[src/rtl/arb_req_queue_pkg.sv]
// Shared constants and helpers for the arbitrated request queue.
//   NUM_PORTS  - number of requesting ports
//   PORT_W     - width of a port index
//   DEF_DATA_W - default payload width
//   DEF_DEPTH  - default entries per port queue
//   onehot_idx - binary index of the set bit of a one-hot vector
package arb_req_queue_pkg;

    localparam int NUM_PORTS  = 4;
    localparam int PORT_W     = 2;
    localparam int DEF_DATA_W = 8;
    localparam int DEF_DEPTH  = 4;

    function automatic logic [PORT_W-1:0] onehot_idx(input logic [NUM_PORTS-1:0] v);
        logic [PORT_W-1:0] idx;
        idx = '0;
        for (int i = 0; i < NUM_PORTS; i++) begin
            if (v[i]) idx = PORT_W'(i);
        end
        return idx;
    endfunction

endpackage

[src/rtl/arb_port_fifo.sv]
// Single-port request FIFO with registered occupancy count.
// Ports:
//   clk, rst_n  - clock, asynchronous active-low reset
//   wr_valid    - write strobe; word taken only when wr_ready=1
//   wr_data     - write payload
//   wr_ready    - space available, decoded from registered count
//   rd_en       - pop the head (ignored when empty)
//   not_empty   - at least one entry stored, decoded from registered count
//   rd_data     - current head entry
module arb_port_fifo
    import arb_req_queue_pkg::*;
#(
    parameter int DATA_W = DEF_DATA_W,
    parameter int DEPTH  = DEF_DEPTH
) (
    input  logic              clk,
    input  logic              rst_n,
    input  logic              wr_valid,
    input  logic [DATA_W-1:0] wr_data,
    output logic              wr_ready,
    input  logic              rd_en,
    output logic              not_empty,
    output logic [DATA_W-1:0] rd_data
);

    localparam int             PTR_W    = $clog2(DEPTH);
    localparam logic [PTR_W:0] FULL_CNT = (PTR_W + 1)'(DEPTH);

    logic [PTR_W-1:0]  wr_ptr;
    logic [PTR_W-1:0]  rd_ptr;
    logic [PTR_W:0]    count;
    logic [DATA_W-1:0] mem [DEPTH];
    logic              push;
    logic              pop;

    // No bypass: a pop in this cycle does not free space for a push in this cycle.
    assign wr_ready  = (count != FULL_CNT);
    assign not_empty = (count != '0);
    assign push      = wr_valid & wr_ready;
    assign pop       = rd_en & not_empty;
    assign rd_data   = mem[rd_ptr];

    // Pointers wrap naturally because DEPTH is a power of two.
    always_ff @(posedge clk or negedge rst_n) begin
        if (!rst_n) begin
            wr_ptr <= '0;
            rd_ptr <= '0;
            count  <= '0;
        end else begin
            if (push) wr_ptr <= wr_ptr + PTR_W'(1);
            if (pop)  rd_ptr <= rd_ptr + PTR_W'(1);
            case ({push, pop})
                2'b10:   count <= count + (PTR_W + 1)'(1);
                2'b01:   count <= count - (PTR_W + 1)'(1);
                default: count <= count;
            endcase
        end
    end

    always_ff @(posedge clk) begin
        if (push) mem[wr_ptr] <= wr_data;
    end

endmodule

[src/rtl/arb_req_queue.sv]
// Four per-port request queues feeding an external round-robin arbiter.
// Ports:
//   clk, rst_n - clock, asynchronous active-low reset
//   in_valid   - per-port write strobe
//   in_data    - per-port payload, port i at [i*DATA_W +: DATA_W]
//   in_ready   - per-port space available
//   REQ        - per-port non-empty request to the arbiter
//   GNT        - arbiter grant, legal only when one-hot on a requesting port
//   out_valid  - registered pulse, one cycle after a legal grant
//   out_data   - dequeued payload (holds when out_valid=0)
//   out_port   - source port of out_data (holds when out_valid=0)
//   err_gnt    - registered pulse for an illegal grant
module arb_req_queue
    import arb_req_queue_pkg::*;
#(
    parameter int DATA_W = DEF_DATA_W,
    parameter int DEPTH  = DEF_DEPTH
) (
    input  logic                        clk,
    input  logic                        rst_n,
    input  logic [NUM_PORTS-1:0]        in_valid,
    input  logic [NUM_PORTS*DATA_W-1:0] in_data,
    output logic [NUM_PORTS-1:0]        in_ready,
    output logic [NUM_PORTS-1:0]        REQ,
    input  logic [NUM_PORTS-1:0]        GNT,
    output logic                        out_valid,
    output logic [DATA_W-1:0]           out_data,
    output logic [PORT_W-1:0]           out_port,
    output logic                        err_gnt
);

    logic [DATA_W-1:0]    head [NUM_PORTS];
    logic [NUM_PORTS-1:0] not_empty;
    logic [NUM_PORTS-1:0] pop_p0;
    logic                 gnt_onehot_p0;
    logic                 gnt_legal_p0;
    logic                 gnt_illegal_p0;
    logic [PORT_W-1:0]    gnt_idx_p0;

    for (genvar i = 0; i < NUM_PORTS; i++) begin : g_port
        arb_port_fifo #(
            .DATA_W (DATA_W),
            .DEPTH  (DEPTH)
        ) u_fifo (
            .clk       (clk),
            .rst_n     (rst_n),
            .wr_valid  (in_valid[i]),
            .wr_data   (in_data[i*DATA_W +: DATA_W]),
            .wr_ready  (in_ready[i]),
            .rd_en     (pop_p0[i]),
            .not_empty (not_empty[i]),
            .rd_data   (head[i])
        );
    end

    assign REQ = not_empty;

    // Stage p0: grant decode and legality check against registered REQ
    always_comb begin
        gnt_onehot_p0  = (GNT != '0) && ((GNT & (GNT - NUM_PORTS'(1))) == '0);
        gnt_legal_p0   = gnt_onehot_p0 && ((GNT & REQ) != '0);
        gnt_illegal_p0 = (GNT != '0) && !gnt_legal_p0;
        gnt_idx_p0     = onehot_idx(GNT);
        pop_p0         = gnt_legal_p0 ? GNT : '0;
    end

    // Stage p1: registered outputs; data and port hold between pops
    always_ff @(posedge clk or negedge rst_n) begin
        if (!rst_n) begin
            out_valid <= 1'b0;
            out_data  <= '0;
            out_port  <= '0;
            err_gnt   <= 1'b0;
        end else begin
            out_valid <= gnt_legal_p0;
            err_gnt   <= gnt_illegal_p0;
            if (gnt_legal_p0) begin
                out_data <= head[gnt_idx_p0];
                out_port <= gnt_idx_p0;
            end
        end
    end

endmodule

[config.mk]
export PLATFORM = sky130hd
export DESIGN_NAME = arb_req_queue
export DESIGN_NICKNAME = d
export VERILOG_FILES = /design/src/rtl/arb_req_queue_pkg.sv /design/src/rtl/arb_port_fifo.sv /design/src/rtl/arb_req_queue.sv
export SDC_FILE = /design/constraint.sdc
export NUM_CORES = 1
export LEC_CHECK = 0
export CAP_MARGIN = 15
export CORE_MARGIN = 4
export CORE_UTILIZATION = 36
export CTS_CLUSTER_DIAMETER = 120
export DETAILED_ROUTE_END_ITERATION = 16
export GPL_TIMING_DRIVEN = 0
export SLEW_MARGIN = 5
export SYNTH_ARGS = -nofsm -noshare
export SYNTH_HDL_FRONTEND = slang
export SYNTH_SLANG_ARGS = --single-unit
[constraint.sdc]
create_clock -name clk -period 3.8 [get_ports clk]
set_input_delay 0.57 -clock clk [delete_from_list [all_inputs] [get_ports clk]]
set_output_delay 0.57 -clock clk [all_outputs]
set_load 0.02 [all_outputs]
==> impl_metrics.toml <==
[logic_synthesis]
ys_async_sr_fraction_pct = 23.8
synth_seq_cells = 168
syn-num-nets = 462
synth_cells = 396
synthTopCellsByArea = "edfxtp_1 (54%), dfrtp_1 (14%), mux4_2 (10%)"
synth_top_area_share_pct = 54.3
synth.distinct_cells = 36
synth_edf_count = 128
ys_warn_count = 0
avgSynthCellArea_um2 = 17.9
yosys.area.top_type = "edfxtp_1"
yosys_most_used_dff = "edfxtp_1"
yosysSeqAreaShare_pct = 68.5
netlist_area_um2 = 7080

[grt]
use_met3_pct = 3.17
grt_pass1_vias = 3915
antenna_found_initial = 0
grt_max_degree = 39
use_met2_pct = 22.9
grt_pass1_wl_um = 21800
busiest_layer = "met2"
track_usage_pct = 13.4
grtUsageMet1_pct = 16.4
grt_remaining_overflow = 0

[sta]
fin_crit_sh_pct = 74.5
setup_viol_count_final = 0
worst_pin_slew_ns = 0.697
finalClockSkew_ns = 0.00822
rsz0062_at_grt = "false"
min_period_ns = 2.83
setup-tns-final_ns = 0
hold_violations = 0
relSlewSlack_pct = 53.3
drv_slew = 0
fmax_mhz = 353

[die]
io_pins = 62
die-height_um = 148
rows = 51
fp.dieArea_um2 = 22000
core-area_um2 = 19400
initial_core_util_pct = 36.5
fp.dieW_um = 148

[clock_network]
cts_tree = "built"
cts_resized = 0
post_cts_buffers = 0
cts_sinks = 168
htreeDepth = 4
cts_buffer_depth = 2
cts_hold_buf = 1
path_clk_slew_ns = 0.06
clock-root-buffer = "clkbuf_16"
cts_made_buffers = 17
clock_latency_ns = 0.43

[finish]
multiInputGateArea_um2 = 1990
n_antenna_cell = 0
area_growth_pct = 21.9
post-route-util_pct = 44.4
fillCellCount = 1724
seqCellArea_um2 = 4840
drive_above_1_share_pct = 20.2
nets = 542

[placement]
io_buffers = 59
routabilityCongestion = 0.760
place_hpwl_um = 9910

[critical_path]
worstRegToRegCells = 8
path_cells = "clkdlybuf4s50_1 > buf_2 > nor3_2 > nor2b_1 > ha_1 > inv_1 > fa_1 > xor2_1 > nor2_1 > xor2_1"
cpMostUsedCell = "xor2_1"
cp.arrival_ns = 3.18
worstPathRequired_ns = 4.15
cp_slowest_cell = "nor3_2"
critical-path-max-stage-delay_ns = 0.54
cp-startpoint = "GNT[2]"
start_kind = "primary input"
r2r_end = "g_port[2].u_fifo.count[2]"
reg2reg_from = "g_port[2].u_fifo.count[0]"
cp-end-kind = "register"
worstSetupEndpoint = "g_port[0].u_fifo.count[2]"
crit_type = "primary input to register"
cp_max_fo = 10
rrSetupSlack_ns = 1.55

[hold_path]
min-delay-path-class = "primary input to async pin"

[flow_run]
cap_violations = 0

[routing]
wl_per_cell_um = 18.4
remaining_drc_errors = 0
dr.pass1.iters = 4
postRouteAntennaNets = 0
drt-total-wl_um = 13900
vias = 3622
first_iter_violations = 172
viasPerCell = 4.80

[power_and_ir_drop]
leakagePower_nw = 3.19
powerDensity_nw_per_um2 = 746
ir_drop_mv = 0.350
total_power_w = 0.00643

[outcome]
status = "finished clean"
## sequential cells by signal (all words and copies together) (netlist names)
name	flops
out_data	8
out_port	2
out_valid	1
g_port.u_fifo.wr_ptr	8
g_port.u_fifo.count	12
err_gnt	1
g_port.u_fifo.rd_ptr	8
g_port.u_fifo.mem	128
## worst min path at each step
stage | to | cells past startpoint | from | slack [ns]
CTS | g_port[2].u_fifo.wr_ptr[1] | 2 | rst_n | 0.47
global route | g_port[2].u_fifo.wr_ptr[1] | 2 | rst_n | 0.48
detailed placement | g_port[2].u_fifo.wr_ptr[1] | 1 | rst_n | 0.38
floorplan | err_gnt | 0 | rst_n | 0.27
global placement | g_port[1].u_fifo.count[2] | 1 | g_port[1].u_fifo.count[2] | 0.47
finish | g_port[2].u_fifo.wr_ptr[0] | 2 | rst_n | 0.48
## routing by layer
metal / part of all wire [%] / up-vias
li1: - / 1664
met1: 41 / 1855
met2: 52 / 80
met3: 4.2 / 23
met4: 2.2 / 0
met5: 0 / -
## placed cells by master, fill, tap and decap left out, types with 3 or more instances in the layout
| master | instances |
|---|---|
| xor2_1 | 13 |
| bufinv_16 | 3 |
| nor2_1 | 7 |
| xnor2_1 | 12 |
| clkbuf_16 | 17 |
| a22oi_1 | 17 |
| or3_1 | 3 |
| and3_1 | 16 |
| mux2_4 | 7 |
| dfrtp_1 | 40 |
| buf_1 | 3 |
| nand3_1 | 4 |
| buf_4 | 8 |
| edfxtp_1 | 128 |
| clkinv_1 | 3 |
| mux4_2 | 32 |
| o21ai_0 | 3 |
| mux2_2 | 6 |
| mux2i_1 | 4 |
| clkdlybuf4s50_1 | 58 |
| inv_6 | 4 |
| nand2_1 | 13 |
| buf_2 | 7 |
| and2_1 | 4 |
| clkbuf_1 | 3 |
| fa_1 | 4 |
| ha_1 | 20 |
| inv_1 | 27 |
## kinds of logic after synthesis
family / synth area share [%]
and+or+nand+nor: 4.60
DFF: 68.5
xor gates and xnor gates: 3.09
muxes: 13.2
AOI/OAI and AO/OA: 2.63
buffers and inverters: 3.34
adders and majority gates: 4.67
## area by class of cell
cell class | instances | area share [%]
Clock buffer | 17 | 4.93
Timing Repair Buffer | 61 | 7.14
Sequential cell | 168 | 56.2
Inverter | 27 | 1.18
Buffer | 22 | 1.57
Tap cell | 265 | 3.85
Clock inverter | 15 | 2.02
Multi-Input combinational cell | 179 | 23.1
## synth_stat cells, types with 6 or more instances
library cell	instances
mux2_2	6
nor2_1	7
mux2_4	7
inv_1	27
ha_1	20
xor2_1	13
nand2_1	13
a22oi_1	17
edfxtp_1	128
xnor2_1	12
buf_4	8
and3_1	16
buf_2	6
dfrtp_1	40
mux4_2	32
## critical path, delay by kind of cell
| family | cells | cell delay, ns |
|---|---|---|
| buf+inv | 3 | 0.70 |
| fa+ha+maj | 2 | 0.60 |
| simple gates | 3 | 0.99 |
| xor+xnor | 2 | 0.32 |
## report_power, final
part | switching, W | internal, W
Combinational | 0.00102 | 0.000958
Sequential | 0.000214 | 0.00250
Clock | 0.000713 | 0.00104
Total | 0.00194 | 0.00449
## per-stage QoR
| step | hold WS [ns] | setup WS (ns) | cells | instance area, um2 |
|---|---|---|---|---|
| global placement | 0.472 | 0.577 | 720 | 8000 |
| global route | 0.478 | 0.790 | 754 | 8620 |
| detailed placement | 0.378 | 0.536 | 721 | 8010 |
| finish | 0.480 | 0.969 | 754 | 8620 |
| floorplan | 0.274 | 1.25 | 396 | 7080 |
| CTS | 0.466 | 0.969 | 754 | 8620 |
(Power assumes the default switching activity.)
